--- config.mk ---
export PLATFORM = sky130hd
export DESIGN_NAME = clock_route_enable_sequencer
export DESIGN_NICKNAME = d
export VERILOG_FILES = /design/src/rtl/clock_route_enable_sequencer.sv
export SDC_FILE = /design/constraint.sdc
export NUM_CORES = 1
export LEC_CHECK = 0
export CORE_ASPECT_RATIO = 0.9
export CORE_MARGIN = 2
export CORE_UTILIZATION = 45
export DETAILED_ROUTE_END_ITERATION = 16
export GPL_ROUTABILITY_DRIVEN = 1
export HOLD_SLACK_MARGIN = 0.15
export PLACE_DENSITY = 0.66
export SYNTH_ARGS = -nofsm -noshare
export SYNTH_HDL_FRONTEND = slang
export SYNTH_SLANG_ARGS = --single-unit
--- constraint.sdc ---
create_clock -name clock -period 2.5 [get_ports clock]
set_input_delay 0.25 -clock clock [delete_from_list [all_inputs] [get_ports clock]]
set_output_delay 0.25 -clock clock [all_outputs]
set_load 0.01 [all_outputs]
--- src/rtl/clock_route_enable_sequencer.sv ---
// clock_route_enable_sequencer
// Control-domain sequencer for the async enable handshake of the clock-route
// sync stage. It raises async_enable on request, synchronises the returning
// ack, waits for the ack to settle before reporting the route active, and
// records timeouts or ack loss as a sticky error.
//
// Ports:
//   clock            - sole clock, rising edge
//   async_reset      - asynchronous active-high reset
//   route_req        - level request: 1 = route clock, 0 = release
//   error_clear      - pulse that clears the sticky error (only while ack_s=0)
//   async_enable     - enable request to the downstream sync stage
//   async_enable_ack - ack from the downstream stage (asynchronous)
//   route_active     - route established and stable
//   route_busy       - sequencer in REQ, SETTLE or DRAIN
//   route_error      - sticky error flag
//   error_code       - 0 none, 1 request timeout, 2 drain timeout, 3 ack lost
module clock_route_enable_sequencer #(
    parameter int unsigned SYNC_STAGES    = 2,
    parameter int unsigned TIMEOUT_CYCLES = 200,
    parameter int unsigned SETTLE_CYCLES  = 4,
    parameter int unsigned CNT_W          = 8
) (
    input  logic       clock,
    input  logic       async_reset,
    input  logic       route_req,
    input  logic       error_clear,
    output logic       async_enable,
    input  logic       async_enable_ack,
    output logic       route_active,
    output logic       route_busy,
    output logic       route_error,
    output logic [1:0] error_code
);

    typedef enum logic [2:0] {
        S_IDLE   = 3'd0,
        S_REQ    = 3'd1,
        S_SETTLE = 3'd2,
        S_ACTIVE = 3'd3,
        S_DRAIN  = 3'd4,
        S_ERROR  = 3'd5
    } state_t;

    localparam logic [CNT_W-1:0] CNT_MAX      = '1;
    localparam logic [CNT_W-1:0] TIMEOUT_LAST = CNT_W'(TIMEOUT_CYCLES - 1);
    localparam logic [CNT_W-1:0] SETTLE_LAST  = CNT_W'(SETTLE_CYCLES - 1);

    localparam logic [1:0] ERR_NONE      = 2'd0;
    localparam logic [1:0] ERR_REQ_TMO   = 2'd1;
    localparam logic [1:0] ERR_DRAIN_TMO = 2'd2;
    localparam logic [1:0] ERR_ACK_LOST  = 2'd3;

    state_t                 state_q, state_d;
    logic [CNT_W-1:0]       cnt_q, cnt_d;
    logic [SYNC_STAGES-1:0] sync_q, sync_d;
    logic                   ack_s;
    logic [1:0]             err_cause;

    logic       async_enable_q, async_enable_d;
    logic       route_active_q, route_active_d;
    logic       route_busy_q, route_busy_d;
    logic       route_error_q, route_error_d;
    logic [1:0] error_code_q, error_code_d;

    // Ack synchroniser: raw ack enters bit 0, ack_s is the last stage.
    always_comb begin
        sync_d = {sync_q[SYNC_STAGES-2:0], async_enable_ack};
    end

    assign ack_s = sync_q[SYNC_STAGES-1];

    // State, counter, synchroniser and output registers.
    always_ff @(posedge clock or posedge async_reset) begin
        if (async_reset) begin
            state_q        <= S_IDLE;
            cnt_q          <= '0;
            sync_q         <= '0;
            async_enable_q <= 1'b0;
            route_active_q <= 1'b0;
            route_busy_q   <= 1'b0;
            route_error_q  <= 1'b0;
            error_code_q   <= ERR_NONE;
        end else begin
            state_q        <= state_d;
            cnt_q          <= cnt_d;
            sync_q         <= sync_d;
            async_enable_q <= async_enable_d;
            route_active_q <= route_active_d;
            route_busy_q   <= route_busy_d;
            route_error_q  <= route_error_d;
            error_code_q   <= error_code_d;
        end
    end

    // Next state, error cause and shared counter.
    always_comb begin
        state_d   = state_q;
        err_cause = ERR_NONE;
        unique case (state_q)
            S_IDLE: begin
                if (route_req) state_d = S_REQ;
            end
            S_REQ: begin
                if (!route_req) begin
                    state_d = S_DRAIN;
                end else if (ack_s) begin
                    state_d = S_SETTLE;
                end else if (cnt_q == TIMEOUT_LAST) begin
                    state_d   = S_ERROR;
                    err_cause = ERR_REQ_TMO;
                end
            end
            S_SETTLE: begin
                if (!route_req) begin
                    state_d = S_DRAIN;
                end else if (!ack_s) begin
                    state_d   = S_ERROR;
                    err_cause = ERR_ACK_LOST;
                end else if (cnt_q == SETTLE_LAST) begin
                    state_d = S_ACTIVE;
                end
            end
            S_ACTIVE: begin
                if (!route_req) begin
                    state_d = S_DRAIN;
                end else if (!ack_s) begin
                    state_d   = S_ERROR;
                    err_cause = ERR_ACK_LOST;
                end
            end
            S_DRAIN: begin
                if (!ack_s) begin
                    state_d = S_IDLE;
                end else if (cnt_q == TIMEOUT_LAST) begin
                    state_d   = S_ERROR;
                    err_cause = ERR_DRAIN_TMO;
                end
            end
            S_ERROR: begin
                // A clear while the ack is still high is dropped, not deferred.
                if (error_clear && !ack_s) state_d = S_IDLE;
            end
            default: begin
                state_d = S_IDLE;
            end
        endcase

        if (state_d != state_q) begin
            cnt_d = '0;
        end else if (cnt_q == CNT_MAX) begin
            cnt_d = cnt_q;
        end else begin
            cnt_d = cnt_q + CNT_W'(1);
        end
    end

    // Output decode from next state so the registered outputs track state_q.
    always_comb begin
        async_enable_d = 1'b0;
        route_active_d = 1'b0;
        route_busy_d   = 1'b0;
        route_error_d  = 1'b0;
        error_code_d   = ERR_NONE;
        unique case (state_d)
            S_REQ, S_SETTLE: begin
                async_enable_d = 1'b1;
                route_busy_d   = 1'b1;
            end
            S_ACTIVE: begin
                async_enable_d = 1'b1;
                route_active_d = 1'b1;
            end
            S_DRAIN: begin
                route_busy_d = 1'b1;
            end
            S_ERROR: begin
                route_error_d = 1'b1;
                // Code is captured on entry and held while in ERROR.
                error_code_d  = (state_q == S_ERROR) ? error_code_q : err_cause;
            end
            default: begin
                async_enable_d = 1'b0;
            end
        endcase
    end

    assign async_enable = async_enable_q;
    assign route_active = route_active_q;
    assign route_busy   = route_busy_q;
    assign route_error  = route_error_q;
    assign error_code   = error_code_q;

endmodule

==> qor.yml <==
status: "finished, final reports clean"
yosysMostFrequentCell: "dfrtp_1"
ys_seq_area_share_pct: 48.3
grt_pass1_wl_um: 3200
synthTopCellsByCount: "19 x dfrtp_1, 13 x nor2_1, 9 x nand3_1"
vias: 790
area_growth_pct: 14.6
arrival_ps: 2130
netlist_instances: 103
holdWs_ps: 353
vias_per_cell: 5.64
clockRootBuffer: "clkbuf_4"
worstReg2RegEnd: "route_busy"
clock_latency_ps: 290
crit_family: "simple AND/OR/NAND/NOR gates"
grt_usage_pct: 16.6
max_freq_mhz: 515
ys.flop_type: "dfrtp_1"
power_leakage_nw: 0.484
finalSetupViolCount: 0
wire_per_inst_um: 13.3
grt_max_degree: 20
gp_congestion: 0.805
nFillCells: 209
cap_violations: 0
cts.sinks: 19
tightestPinTransition_ps: 702
hp-class: "input pin to async pin"
drv_slew: 0
end_kind: "register"
fp-row-count: 16
fin_crit_ps: 1940
h-tree-depth: 1
core_um2: 2120
drtPass1Iterations: 4
finalCritPeriodShare_pct: 77.6
synth-edff-count: 0
grt_overflow: 0
yosys_warnings: 0
dp_hpwl_um: 1370
criticalPathCategory: "register to register"
clk_path_buf_depth: 2
cts_tree: "built"
synth_top_area_cell: "dfrtp_1"
ant_nets: 0
drt-total-wl_um: 1860
critPathMaxFanout: 6
yosys_register_bits: 19
fp.dieH_um: 48.4
hold_viol: 0
drcViolationCount: 0
max_stage_delay_ps: 470
power_density_nw_per_um2: 839
ir_drop_mv: 0.558
slew_headroom_pct: 53.1
path_buf_inv: 0
synth_area_leaders: "dfrtp_1 48%, nor2_1 5.0%, nand3_1 4.6%"
dieArea_um2: 2580
cts.repair.resized: 0
grt_pass1_vias: 753
fp.dieW_um: 53.3
rsz0062_at_grt: "false"
io_buffers: 10
synth_top_area_share_pct: 48.3
post_cts_buffers: 0
required_ps: 2690
r2r_setup_slack_ps: 560
drtIter0Drc: 30
synth.distinct_cells: 34
clkSlewWorstSetupHoldPaths_ps: 110
cts-buffers-inserted: 3
antenna_found_initial: 0
r2r-start: "cnt_q[0]"
crit_chain: "ha_1 -> or4b_1 -> nor3_2 -> o221ai_2 -> o31a_4 -> xnor2_2"
num_io_pins: 11
tns_ps: 0
worstSetupStartpointType: "register"
synth_area_um2: 985
cpMaxStageDelayCell: "or4b_1"
layout-drive-gt1-share_pct: 10.6
finalClockSkew_ps: 5.97
reg2regPathDepth: 6
final_nets: 120
cts_hold_buf: 0
start_util_pct: 46.4
postSynthAreaPerCell_um2: 9.56
synth_nets: 109
n_antenna_cell: 0
async_reset_ff_share_pct: 100
worst register-to-register path, delay by kind of cell (launching register included):
kind,cells,cell delay [ps]
DFF,1,400
xor gates and xnor gates,1,140
AOI/OAI and AO/OA,2,320
and+or+nand+nor,2,720
adders and majority gates,1,270
per-layer routing:
metal  vias up  GRT usage, %  routed length [um]
met5         -             0                   0
met4         0          5.13                  10
li1        388             -                   -
met2        22          24.7                 873
met3         2          4.63                  98
met1       378          23.5                 876
power breakdown:
part / switching, mW / internal [mW] / leakage (nW) / total (mW)
logic: 0.200 / 0.161 / 0.214 / 0.362
clock network: 0.0940 / 0.0594 / 0.0177 / 0.153
registers: 0.0669 / 0.365 / 0.252 / 0.432
sequential cells by signal, indices dropped and copies added (netlist names):
signal        flops
async_enable      1
sync_q            2
state_q           3
route_error       1
error_code        2
cnt_q             8
route_active      1
route_busy        1
placed cells by master (no fill, tap or decap), drive strengths merged:
cell type and instances:
dfrtp 19, nor2 13, clkdlybuf4s50 10, nand3 10, inv 7, nand2 7, o21ai 5, a31oi 4
nor2b 4, nand4 3, a211oi 3, clkbuf 3, nor3 3, xnor2 3, a21oi 2, o22ai 2
mux2i 2, or3 2, or4b 1, a2111oi 1, and3 1, a22oi 1, a32oi 1, o221ai 1
o31a 1, nand3b 1, or2 1, ha 1, clkinv 1
cells by family after synthesis:
| logic type | count (synthesis) | share of synthesized area, % |
|---|---|---|
| buffers and inverters | 11 | 4.45 |
| multiplexers | 2 | 2.03 |
| XOR/XNOR | 3 | 3.43 |
| AO/OA/AOI/OAI | 21 | 15.5 |
| adder cells (fa/ha/maj) | 1 | 1.27 |
| flip-flops | 19 | 48.3 |
| AND/OR/NAND/NOR | 46 | 25.0 |
area by class of cell:
class                           count  area [um^2]  share of cell area [%]
Timing Repair Buffer               10          100                    8.87
Inverter                            7         26.3                    2.33
Sequential cell                    19          475                    42.1
Clock buffer                        3         22.5                    2.00
Tap cell                           27         33.8                    2.99
Multi-Input combinational cell     73          465                    41.2
Clock inverter                      1         5.00                   0.443
how the worst max path moves through the flow:
stage / start / endpoint / depth (start not counted)
3_5_place_dp: route_req / cnt_q[4] / 6
6_report: cnt_q[0] / route_busy / 6
3_3_place_gp: route_req / route_busy / 5
5_1_grt: cnt_q[0] / route_active / 6
2_1_floorplan: cnt_q[0] / route_busy / 6
4_1_cts: cnt_q[0] / route_busy / 6
per-stage QoR:
| stage | std cells | utilization [%] | worst slack [ps] | power, mW | cell area (um^2) |
|---|---|---|---|---|---|
| 6_report | 140 | 53.2 | 560 | 0.947 | 1130 |
| 5_1_grt | 140 | 53.2 | 455 | 1.02 | 1130 |
| 4_1_cts | 140 | 53.2 | 562 | 0.957 | 1130 |
| 3_5_place_dp | 136 | 51.9 | 415 | 0.801 | 1100 |
| 3_3_place_gp | 136 | 51.9 | 501 | 0.785 | 1100 |
| 2_1_floorplan | 103 | - | 737 | 0.691 | 985 |
Power figures use the tool's default switching activity.
==> RTL edit, RTL diff (same settings) <==
Encoding of `state_t`: now one-hot (6 bits for 6 states).
--- a/src/rtl/clock_route_enable_sequencer.sv
+++ b/src/rtl/clock_route_enable_sequencer.sv
@@ -33,13 +33,13 @@
     output logic [1:0] error_code
 );
 
-    typedef enum logic [2:0] {
-        S_IDLE   = 3'd0,
-        S_REQ    = 3'd1,
-        S_SETTLE = 3'd2,
-        S_ACTIVE = 3'd3,
-        S_DRAIN  = 3'd4,
-        S_ERROR  = 3'd5
+    typedef enum logic [5:0] {
+        S_IDLE   = 6'b000001,
+        S_REQ    = 6'b000010,
+        S_SETTLE = 6'b000100,
+        S_ACTIVE = 6'b001000,
+        S_DRAIN  = 6'b010000,
+        S_ERROR  = 6'b100000
     } state_t;
 
     localparam logic [CNT_W-1:0] CNT_MAX      = '1;
Formal check against the unedited RTL: same outputs for any inputs over 10 cycles, from zero or initial values and one cycle with async_reset high; not proved beyond that.
==> RTL edit against the original RTL <==
Setup slack worse by 460 ps. Sequential share of layout area decreased by 12 points. Sequential cell count rose by 3. Wire length is 90% higher. First-iteration DRC count grew to 4.4 times the old value. Synthesized area is 42% higher. Via count rose by 72%. Fmax down 19%. Global-route usage rose by 4.4 points. Power rose by 35%. Sequential power increased by 7.9%. Design area grew 63%. Critical endpoint unchanged. Largest power group is now combinational logic.
==> RTL edit: results (changes against the original RTL) <==
Detailed-route via count = 1362 (+72%)
Clock skew = 3.45 ps (-2.52 ps)
Pre-CTS setup slack = 9.92 ps (-405 ps)
Placed cell area = 0.00171 mm^2 (+55%)
R2R setup slack = 100 ps (-460 ps)
Post-DR vias/cell = 5.82 (+3.1%)
Inst Count DP = 224 (+65%)
Fin Hold WS = 364 ps (+10.9 ps)
Crit path max fanout = 3 (-3)
DP HPWL = 2720 um (+98%)
Worst r2r path cells = 8 (+2)
Worst-skew pair later-pin latency = 310 ps (+20 ps)
Tightest Hold Check Type = reg2reg
Synth cell types = 50 (+47%)
Filler Cells Inserted = 250 (+20%)
Status = finished clean
Slew Limit Headroom = 46.0% (-7.1 points)
Pin count of the biggest net entering global routing = 23 (+15%)
First-pass GRT wire length = 5860 um (+83%)
Net count after synthesis = 158 (+45%)
Total track usage = 21.1% (+4.4 points)
Top post-synthesis cells by area = dfrtp_1, nor4_4, nand3_1, nor2_1, a21oi_1
Top cells by count, synth = dfrtp_1, nor2_1, nand3_1, nand2_1, a21oi_1
Vias in the first global route = 1261 (+67%)
Synth Area per Inst = 9.19 um^2 (-3.8%)
R2r startpoint = cnt_q[1]$_DFFE_PP0P_
==> RTL edit: timing repair <==
action,CTS,global route
cloned,0,0
setup buffers,0,6
endpoints found under the setup margin,1,10
gates resized for setup,1,10
hold buffers,0,0
pin swaps,0,6
==> RTL edit: logic make-up after synthesis <==
family                   Yosys count  share of synthesized area [%]
flip-flops                        22                           39.5
multiplexers                       1                          0.716
XOR/XNOR                           3                           1.88
adder cells (fa/ha/maj)            1                          0.895
AO/OA/AOI/OAI                     42                           20.5
AND/OR/NAND/NOR                   69                           31.6
buffers and inverters             14                           4.92
==> RTL edit: worst max-delay path by stage <==
stage / from / endpoint / slack (ps) / cells past startpoint
5_1_grt: cnt_q[1]$_DFFE_PP0P_ / async_enable$_DFF_PP0_ / -30 / 8
3_3_place_gp: route_req / cnt_q[6]$_DFFE_PP0P_ / 40 / 8
6_report: cnt_q[1]$_DFFE_PP0P_ / route_busy$_DFF_PP0_ / 100 / 8
3_5_place_dp: route_req / cnt_q[6]$_DFFE_PP0P_ / 10 / 8
2_1_floorplan: cnt_q[0]$_DFFE_PP0P_ / cnt_q[6]$_DFFE_PP0P_ / 50 / 8
4_1_cts: cnt_q[1]$_DFFE_PP0P_ / cnt_q[6]$_DFFE_PP0P_ / -7 / 8
==> RTL edit: area by class of cell <==
type                       count  share of cell area (%)
multi-input combinational    116                    43.4
sequential                    22                    30.1
timing repair buffer          42                    19.1
tap                           42                    2.86
clock inverter                 1                    1.63
inverter                       8                    1.63
clock buffer                   3                    1.22
==> RTL edit: worst max-delay path: stages (launching register included) <==
cell and delay [ps]:
dfrtp_1 380, ha_1 170, or4b_4 490, buf_4 160, o211ai_1 210, o221ai_1 200, o32ai_2 290, nand3_1 130
or2_2 280
==> RTL edit: stage by stage <==
step	power [mW]	util (%)
2_1_floorplan	0.762	-
3_3_place_gp	0.905	56.5
3_5_place_dp	0.923	56.5
4_1_cts	1.19	58.3
5_1_grt	1.36	60.9
6_report	1.28	60.9
==> RTL edit: layer usage <==
metal | vias up | global-route usage [%] | routed length, um
met5 | - | 0 | 0
met4 | 0 | 6.98 | 84
met3 | 10 | 4.61 | 175
met2 | 49 | 35.2 | 1760
met1 | 658 | 27.2 | 1520
li1 | 645 | - | -
==> RTL edit: power by group through the flow <==
stage          Sequential (mW)  Clock, mW  Combinational [mW]
2_1_floorplan            0.469          0               0.293
3_3_place_gp             0.474          0               0.431
3_5_place_dp             0.480          0               0.443
4_1_cts                  0.475      0.273               0.445
5_1_grt                  0.476      0.292               0.592
6_report                 0.466      0.267               0.547
